$ cat config.mk
export PLATFORM = sky130hd
export DESIGN_NAME = seg_scan_ctrl
export DESIGN_NICKNAME = d
export VERILOG_FILES = /design/src/rtl/seg_scan_ctrl_pkg.sv /design/src/rtl/seg_scan_ctrl_decode.sv /design/src/rtl/seg_scan_ctrl.sv
export SDC_FILE = /design/constraint.sdc
export NUM_CORES = 1
export LEC_CHECK = 0
export BUFFER_PORTS_ARGS = -buffer_cell sky130_fd_sc_hd__clkbuf_2
export CAP_MARGIN = 0
export CORE_MARGIN = 2
export CORE_UTILIZATION = 40
export DETAILED_ROUTE_END_ITERATION = 10
export GPL_TIMING_DRIVEN = 0
export PLACE_DENSITY = 0.62
export SKIP_LAST_GASP = 1
export SLEW_MARGIN = 5
export SYNTH_ARGS = -nofsm -noshare
export SYNTH_HDL_FRONTEND = slang
export SYNTH_SLANG_ARGS = --single-unit
$ cat constraint.sdc
create_clock -name clk -period 4.1 [get_ports clk]
set_clock_uncertainty 0.2 [all_clocks]
set_input_delay 0.205 -clock clk [delete_from_list [all_inputs] [get_ports clk]]
set_output_delay 0.205 -clock clk [all_outputs]
set_load 0.01 [all_outputs]
$ cat src/rtl/seg_scan_ctrl_pkg.sv
// Shared definitions for the seven-segment scan controller: register offsets, CTRL fields,
// scan states and the hex segment font.
package seg_scan_ctrl_pkg;

    // Word offsets, decoded from addr_i[3:2]
    localparam logic [1:0] REG_DATA = 2'd0;
    localparam logic [1:0] REG_DP   = 2'd1;
    localparam logic [1:0] REG_CTRL = 2'd2;
    localparam logic [1:0] REG_DIV  = 2'd3;

    localparam int unsigned CTRL_EN_BIT   = 0;
    localparam int unsigned CTRL_MASK_LSB = 4;
    localparam int unsigned CTRL_IDX_LSB  = 8;

    typedef enum logic [1:0] {
        StIdle  = 2'd0,
        StBlank = 2'd1,
        StShow  = 2'd2
    } scan_state_e;

    // Entry k is the active-high a..g pattern for hex digit k
    localparam logic [15:0][6:0] HEX_FONT = {
        7'h71, 7'h79, 7'h5E, 7'h39, 7'h7C, 7'h77, 7'h6F, 7'h7F,
        7'h07, 7'h7D, 7'h6D, 7'h66, 7'h4F, 7'h5B, 7'h06, 7'h3F
    };

endpackage

$ cat src/rtl/seg_scan_ctrl_decode.sv
// Combinational hex nibble to seven-segment (a..g) decoder.
module seg7_hex_decode
    import seg_scan_ctrl_pkg::*;
(
    input  logic [3:0] nibble_i,
    output logic [6:0] seg_o
);

    assign seg_o = HEX_FONT[nibble_i];

endmodule

$ cat src/rtl/seg_scan_ctrl.sv
// Memory-mapped 4-digit seven-segment scan controller: registers, scan FSM with
// prescaler and ghost-suppression blanking, and registered pin drivers.
module seg_scan_ctrl
    import seg_scan_ctrl_pkg::*;
#(
    parameter int unsigned      DIV_W        = 16,
    parameter logic [DIV_W-1:0] DEFAULT_DIV  = DIV_W'(49999),
    parameter logic [7:0]       BLANK_CYCLES = 8'd16
) (
    input  logic        clk,
    input  logic        rst_n,
    input  logic        en_i,
    input  logic        r_en_i,
    input  logic        w_en_i,
    input  logic [31:0] addr_i,
    input  logic [31:0] w_data_i,
    output logic [31:0] r_data_o,
    output logic [7:0]  pin_seg_o,
    output logic [3:0]  pin_seg_sel_o
);

    logic [15:0]      data_q;
    logic [3:0]       dp_q;
    logic             enable_q, enable_d;
    logic [3:0]       mask_q;
    logic [DIV_W-1:0] div_q;

    scan_state_e      state_q, state_d;
    logic [DIV_W-1:0] presc_q, presc_d;
    logic [1:0]       idx_q, idx_d;
    logic [7:0]       blank_q, blank_d;
    logic [7:0]       seg_q, seg_d;
    logic [3:0]       sel_q, sel_d;

    logic       rd, wr;
    logic [1:0] reg_sel;
    logic       wr_data, wr_dp, wr_ctrl, wr_div;
    logic [3:0] nibble;
    logic [6:0] font_seg;
    logic       unused_bits;

    assign rd      = en_i & r_en_i;
    assign wr      = en_i & w_en_i;
    assign reg_sel = addr_i[3:2];
    assign wr_data = wr && (reg_sel == REG_DATA);
    assign wr_dp   = wr && (reg_sel == REG_DP);
    assign wr_ctrl = wr && (reg_sel == REG_CTRL);
    assign wr_div  = wr && (reg_sel == REG_DIV);

    assign unused_bits = ^{addr_i[31:4], addr_i[1:0], w_data_i[31:16]};

    always_comb begin
        r_data_o = '0;
        if (rd) begin
            case (reg_sel)
                REG_DATA: r_data_o[15:0] = data_q;
                REG_DP:   r_data_o[3:0]  = dp_q;
                REG_CTRL: begin
                    r_data_o[CTRL_EN_BIT]        = enable_q;
                    r_data_o[CTRL_MASK_LSB +: 4] = mask_q;
                    r_data_o[CTRL_IDX_LSB +: 2]  = idx_q;
                end
                REG_DIV:  r_data_o[DIV_W-1:0] = div_q;
                default:  r_data_o = '0;
            endcase
        end
    end

    always_ff @(posedge clk or negedge rst_n) begin
        if (!rst_n) begin
            data_q   <= '0;
            dp_q     <= '0;
            enable_q <= 1'b0;
            mask_q   <= 4'hF;
            div_q    <= DEFAULT_DIV;
        end else begin
            if (wr_data) data_q <= w_data_i[15:0];
            if (wr_dp)   dp_q   <= w_data_i[3:0];
            if (wr_ctrl) begin
                enable_q <= w_data_i[CTRL_EN_BIT];
                mask_q   <= w_data_i[CTRL_MASK_LSB +: 4];
            end
            if (wr_div)  div_q  <= w_data_i[DIV_W-1:0];
        end
    end

    // FSM follows the post-write enable so a disabling write lands on the next edge
    assign enable_d = wr_ctrl ? w_data_i[CTRL_EN_BIT] : enable_q;

    always_comb begin
        state_d = state_q;
        presc_d = presc_q;
        idx_d   = idx_q;
        blank_d = blank_q;
        if (!enable_d) begin
            state_d = StIdle;
            presc_d = '0;
            idx_d   = '0;
            blank_d = '0;
        end else if (state_q == StIdle) begin
            presc_d = '0;
            idx_d   = '0;
            blank_d = BLANK_CYCLES;
            state_d = (BLANK_CYCLES == 8'd0) ? StShow : StBlank;
        end else begin
            if (state_q == StBlank) begin
                blank_d = blank_q - 8'd1;
                if (blank_q <= 8'd1) state_d = StShow;
            end
            // A digit change restarts blanking, even mid-blank when DIV is tiny
            if (wr_div) begin
                presc_d = '0;
            end else if (presc_q == div_q) begin
                presc_d = '0;
                idx_d   = idx_q + 2'd1;
                blank_d = BLANK_CYCLES;
                state_d = (BLANK_CYCLES == 8'd0) ? StShow : StBlank;
            end else begin
                presc_d = presc_q + 1'b1;
            end
        end
    end

    assign nibble = data_q[{idx_q, 2'b00} +: 4];

    seg7_hex_decode u_decode (
        .nibble_i (nibble),
        .seg_o    (font_seg)
    );

    always_comb begin
        seg_d = 8'h00;
        sel_d = 4'hF;
        if (state_q == StShow && mask_q[idx_q]) begin
            seg_d = {dp_q[idx_q], font_seg};
            sel_d = ~(4'b0001 << idx_q);
        end
    end

    always_ff @(posedge clk or negedge rst_n) begin
        if (!rst_n) begin
            state_q <= StIdle;
            presc_q <= '0;
            idx_q   <= '0;
            blank_q <= '0;
            seg_q   <= 8'h00;
            sel_q   <= 4'hF;
        end else begin
            state_q <= state_d;
            presc_q <= presc_d;
            idx_q   <= idx_d;
            blank_q <= blank_d;
            seg_q   <= seg_d;
            sel_q   <= sel_d;
        end
    end

    assign pin_seg_o     = seg_q;
    assign pin_seg_sel_o = sel_q;

endmodule

# Word level (Yosys, flattened, before mapping)

Memories as Yosys holds them, arrays and structs flattened.
Index checks and enable logic that the tools add are counted.

Register bits: 81
Memories kept: 1
Logic and storage cells: 71
Output and inout bits: 44
Memory bits (read-only): 112

Memories:

| name            | depth | bits a word | rd ports | clocked after Yosys merged registers in | write ports | line                      | RTL |
|---|---|---|---|---|---|---|---|
| (no name shown) | 16    | 7           | 1        | 0                                       | 0           | seg_scan_ctrl_decode.sv:9 | `assign seg_o = HEX_FONT[nibble_i];` |

Add/sub/neg operators: 3
Reduce and logical (&&, ||, !) cells: 8
Eq/ne operators: 8
Shifts and indexed selects: 2
Bitwise gates (word level): 3
Multiplexer cells: 32
Order comparisons: 3

Operators with widths:

| kind                    | count |
|---|---|
| $mux W16                | 5 |
| $mux W8                 | 6 |
| $mux W2                 | 10 |
| $pmux W6 S3             | 1 |
| $add A16 B1 Y16 const B | 1 |
| $eq A16 B16 Y1          | 1 |
| $shiftx A16 B5 Y4       | 1 |
| $pmux W6 S2             | 1 |
| $pmux W3 S3             | 1 |
| $le A8 B1 Y1 const B    | 1 |
| $sub A8 B1 Y8 const B   | 1 |
| $mux W7                 | 1 |
| $eq A2 B2 Y1 const B    | 3 |
| $logic_and A1 B1 Y1     | 5 |
| $lt A4 B5 Y1 const B    | 1 |
| $bmux W1 S2             | 2 |
| $eq A2 B1 Y1 const B    | 2 |
| $logic_not A2 Y1        | 2 |
| $mux W4                 | 1 |
| $not A4 Y4              | 1 |
| $pmux W1 S4             | 1 |
| $shl A1 B2 Y4 const A   | 1 |
| $lt A2 B3 Y1 const B    | 1 |
| $mux W1                 | 3 |
| 5 further kinds         | 6 |

# Depth between registers and ports, before layout

Depth in word-level cells: 7
Gate-level depth with buffers: 10

# Modules after synthesis

A second synthesis with hierarchy kept.

Cells, all modules: 424
Area, all modules: 4,455.5 um^2

By module, submodules not included:

| module          | cells each | seq. area each (um^2) | area an instance (um^2) | times used |
|---|---|---|---|---|
| seg_scan_ctrl   | 391        | 2,048.2               | 4,165.2                 | 1 |
| seg7_hex_decode | 33         | 0.0                   | 290.3                   | 1 |

# Least setup slack after synthesis

Ideal clock, no wire load.

Kind: register -> register
Start: register idx_q[0]
End: register seg_q[3], in the netlist pin_seg_o[3]
Cell stages (with the launch flop): 9
Setup slack: 1.914 ns
Data required time: 3.763 ns
Arrival time: 1.850 ns
Setup time: 0.137 ns
Buffers on the path: 1
Cells stage by stage: dfrtp_1 buf_2 mux4_2 inv_1 ha_1 mux2i_1 nor2_1 a31oi_1 nor2_1

Cells in the longest elaborated chain, start to end: 4
Elaborated cells on any way between the ends: 7
Those cells by class: shift: 1; mux: 4; reduce/logical: 1; memory: 1

RTL lines:

| item                                                                        | line                                            | RTL |
|---|---|---|
| start: declaration                                                          | seg_scan_ctrl.sv:30                             | `logic [1:0] idx_q, idx_d;` |
| start signal: assignment                                                    | seg_scan_ctrl.sv:151                            | `idx_q <= idx_d;` |
| $shiftx A16 B5 Y4 / $bmux W1 S2 (equally long branches)                     | seg_scan_ctrl.sv:124, seg_scan_ctrl.sv:134      |  |
| $mem_v2 Z16 W7 / $mux W1 (equally long branches)                            | n/a                                             |  |
| $mux W7 (not written as such) / $logic_and A1 B1 Y1 (equally long branches) | seg_scan_ctrl_decode.sv:9, seg_scan_ctrl.sv:134 |  |
| $mux W8 *                                                                   | seg_scan_ctrl.sv:134                            | `if (state_q == StShow && mask_q[idx_q]) begin` |
| net seg_d[3]                                                                | seg_scan_ctrl.sv:32                             | `logic [7:0] seg_q, seg_d;` |
| end signal: assignment                                                      | seg_scan_ctrl.sv:153                            | `seg_q <= seg_d;` |
| end: declaration                                                            | seg_scan_ctrl.sv:32                             |  |

Mark *: on every way through the listed nets, which the timed path passes. The rest lies on a longest branch. The select of a mux whose other input is x is not followed.
A chain may end at the register's enable or synchronous reset.

# Worst setup path in the final report

Start: register idx_q[1]
End: register seg_q[6], in the netlist pin_seg_o[6]

Same word-level chain as after synthesis.

==> flow_metrics.tcl <==
set metrics [dict create \
    status "complete, no violations" \
    finalHoldViolCount 0 \
    met1_usage_pct 25.3 \
    numPlacedInstances 593 \
    antenna_found_initial 0 \
    nets 573 \
    period_minus_slack_ps 2540 \
    critPathLaunchType "flip-flop" \
    hold_path.class "primary input to flip-flop" \
    grt_pass1_wl_um 16400 \
    grt-ovfl-total 0 \
    synth_top_flop_cell "dfrtp_1" \
    async_flop_share_pct 100 \
    hold_path_depth 3 \
    grt_pass1_vias 3130 \
    crit_chain "mux2_2, o21ai_0, inv_1, ha_1, nand2_1, o21ai_0, a221oi_1" \
    synthTopCellsByCount "64 x dfrtp_1, 54 x nor2_1, 42 x mux2_2" \
    hold_slack_ps 156 \
    required_ps 4140 \
    p_leak_nw 2.37 \
    die-area_um2 11600 \
    placementRows 37 \
    setup_viol 0 \
    met3_usage_pct 3.27 \
    worst_slew_pin_slew_ps 696 \
    port_buffers 50 \
    rsz0062_at_grt "no" \
    die-width_um 108 \
    placed_area_um2 4810 \
    synth_edf_count 0 \
    yosysUniqueCellTypes 43 \
    start_util_pct 41.4 \
    dpl.hpwl_um 7170 \
    synth_cells 391 \
    post_cts_buffers 0 \
    place_ws_ps 1560 \
    via_per_inst 5.09 \
    power_density_nw_per_um2 445 \
    drt-initial-drc-count 185 \
    final.period_utilization_pct 62.0 \
    clockBufferDepth 2 \
    maxSlewViolCount 0 \
    r2r_cells 7 \
    grt_max_degree 42 \
    postLayoutCoreUtil_pct 49.8 \
    synth_area_leaders "dfrtp_1 37%, mux2_2 11%, dfstp_2 10%, ha_1 5.5%, nor2_1 4.7%" \
    endpoint_kind "flip-flop" \
    insertion_delay_ps 350 \
    h-tree-depth 3 \
    io_pins 113 \
    max_stage_delay_ps 470 \
    synth_top_area_share_pct 37.1 \
    synth_most_common_cell "dfrtp_1" \
    yosysWarnings 0 \
    use_met2_pct 29.1 \
    ant_nets 0 \
    clock-sinks 81 \
    numCtsBuffers 9 \
    wl_per_cell_um 15.7 \
    cts_resized 0 \
    drt-pass1-iter-count 5 \
    vias 3189 \
    cts_tree "built" \
    worst_slack_ps 1560 \
    antenna_cells 0 \
    clk_pin_slew_ps 80 \
    drive_above_1_share_pct 32.2 \
    ys_ff_latch 81 \
    grt_use_total_pct 18.3 \
    crit_arrival_ps 2580 \
    fin_cells 626 \
    gp_congestion 0.816 \
    syn_area_um2 4320 \
    cp_max_fo 5 \
    areaGrowthSynthToFinish_pct 20.3 \
    fin_tns_setup_ps 0 \
    peakVddDrop_uv 185 \
    crit_top_cell "o21ai_0" \
    power_mw 2.31 \
    worstSetupPathType "flip-flop to flip-flop" \
    clock-root-buffer "clkbuf_8" \
    max_freq_ghz 0.393 \
    hold_buffers 17 \
    synth_top_cell_by_area "dfrtp_1" \
    synth.avg_cell_area_um2 11.0 \
    routed_wl_um 9850 \
    drc 0 \
    core_um2 10400 \
    grt-busiest-layer "met2" \
    slew_headroom_pct 53.6 \
    maxCapViolCount 0 \
    stdcell_area_um2 5190 \
    crit_slowest_cell "dfrtp_1" \
    die_height_um 108 \
    synth_seq_area_share_pct 47.5 \
]
==> cell families after synthesis <==
kind of cell / Yosys count / share of synthesized area (%)
adder cells (fa/ha/maj): 19 / 5.51
AO/OA/AOI/OAI: 43 / 7.45
buffers and inverters: 45 / 5.57
other: 1 / 0.0869
flip-flops: 81 / 47.5
AND/OR/NAND/NOR: 115 / 12.4
multiplexers: 51 / 14.2
XOR/XNOR: 36 / 7.31
==> worst max-delay path, delay by kind of cell, from the launching register on <==
kind	cells	cell delay, ps
AO/OA/AOI/OAI	3	840
adder cells (fa/ha/maj)	1	260
AND/OR/NAND/NOR	1	100
buffers and inverters	1	190
multiplexers	1	370
flip-flops	1	470
==> power breakdown <==
group,internal [mW],switching (mW)
combinational,0.292,0.317
sequential,0.956,0.133
clock,0.315,0.298
total,1.56,0.748
==> state kept, by name (all words and copies together), names as in the netlist <==
register,count
mask_q,4
idx_q,2
dp_q,4
pin_seg_o,8
blank_q,8
enable_q,1
data_q,16
state_q,2
pin_seg_sel_o,4
div_q,16
presc_q,16
==> metal layers <==
layer	part of all wire, %	vias up
met5	0	-
li1	-	1527
met3	4.6	8
met2	48	83
met1	46	1571
met4	1.4	0
==> final timing paths <==
check	slack (ps)	end	startpoint
max reg2reg	1560	pin_seg_o[6]	idx_q[1]
max in group asynchronous	2800	div_q[6]	rst_n
max	1560	pin_seg_o[6]	idx_q[1]
min reg2reg	310	presc_q[0]	presc_q[0]
min	160	mask_q[3]	w_en_i
min in group asynchronous	210	data_q[1]	rst_n
==> cell usage in the layout (no fill, tap or decap), types with 6 or more instances in the layout <==
| cell type | instances |
|---|---|
| a21oi_1 | 6 |
| a222oi_1 | 10 |
| a22oi_1 | 6 |
| buf_4 | 17 |
| clkbuf_1 | 8 |
| clkbuf_2 | 50 |
| clkbuf_8 | 11 |
| conb_1 | 16 |
| dfrtp_1 | 64 |
| dfstp_2 | 17 |
| dlygate4sd3_1 | 17 |
| ha_1 | 19 |
| inv_1 | 15 |
| mux2_2 | 42 |
| nand2_1 | 17 |
| nand3_1 | 8 |
| nor2_1 | 54 |
| nor3_1 | 9 |
| o21ai_0 | 7 |
| xnor2_1 | 13 |
| xor2_1 | 23 |
==> final cells by class <==
class / count / area [µm²]
Clock inverter: 4 / 52.6
Tap cell: 136 / 170
Multi-Input combinational cell: 280 / 2080
Inverter: 15 / 56.3
Buffer: 30 / 184
Clock buffer: 12 / 155
Timing Repair Buffer: 68 / 443
Fill cell: 974 / 5220
Sequential cell: 81 / 2050
Power figures use the tool's default switching activity.
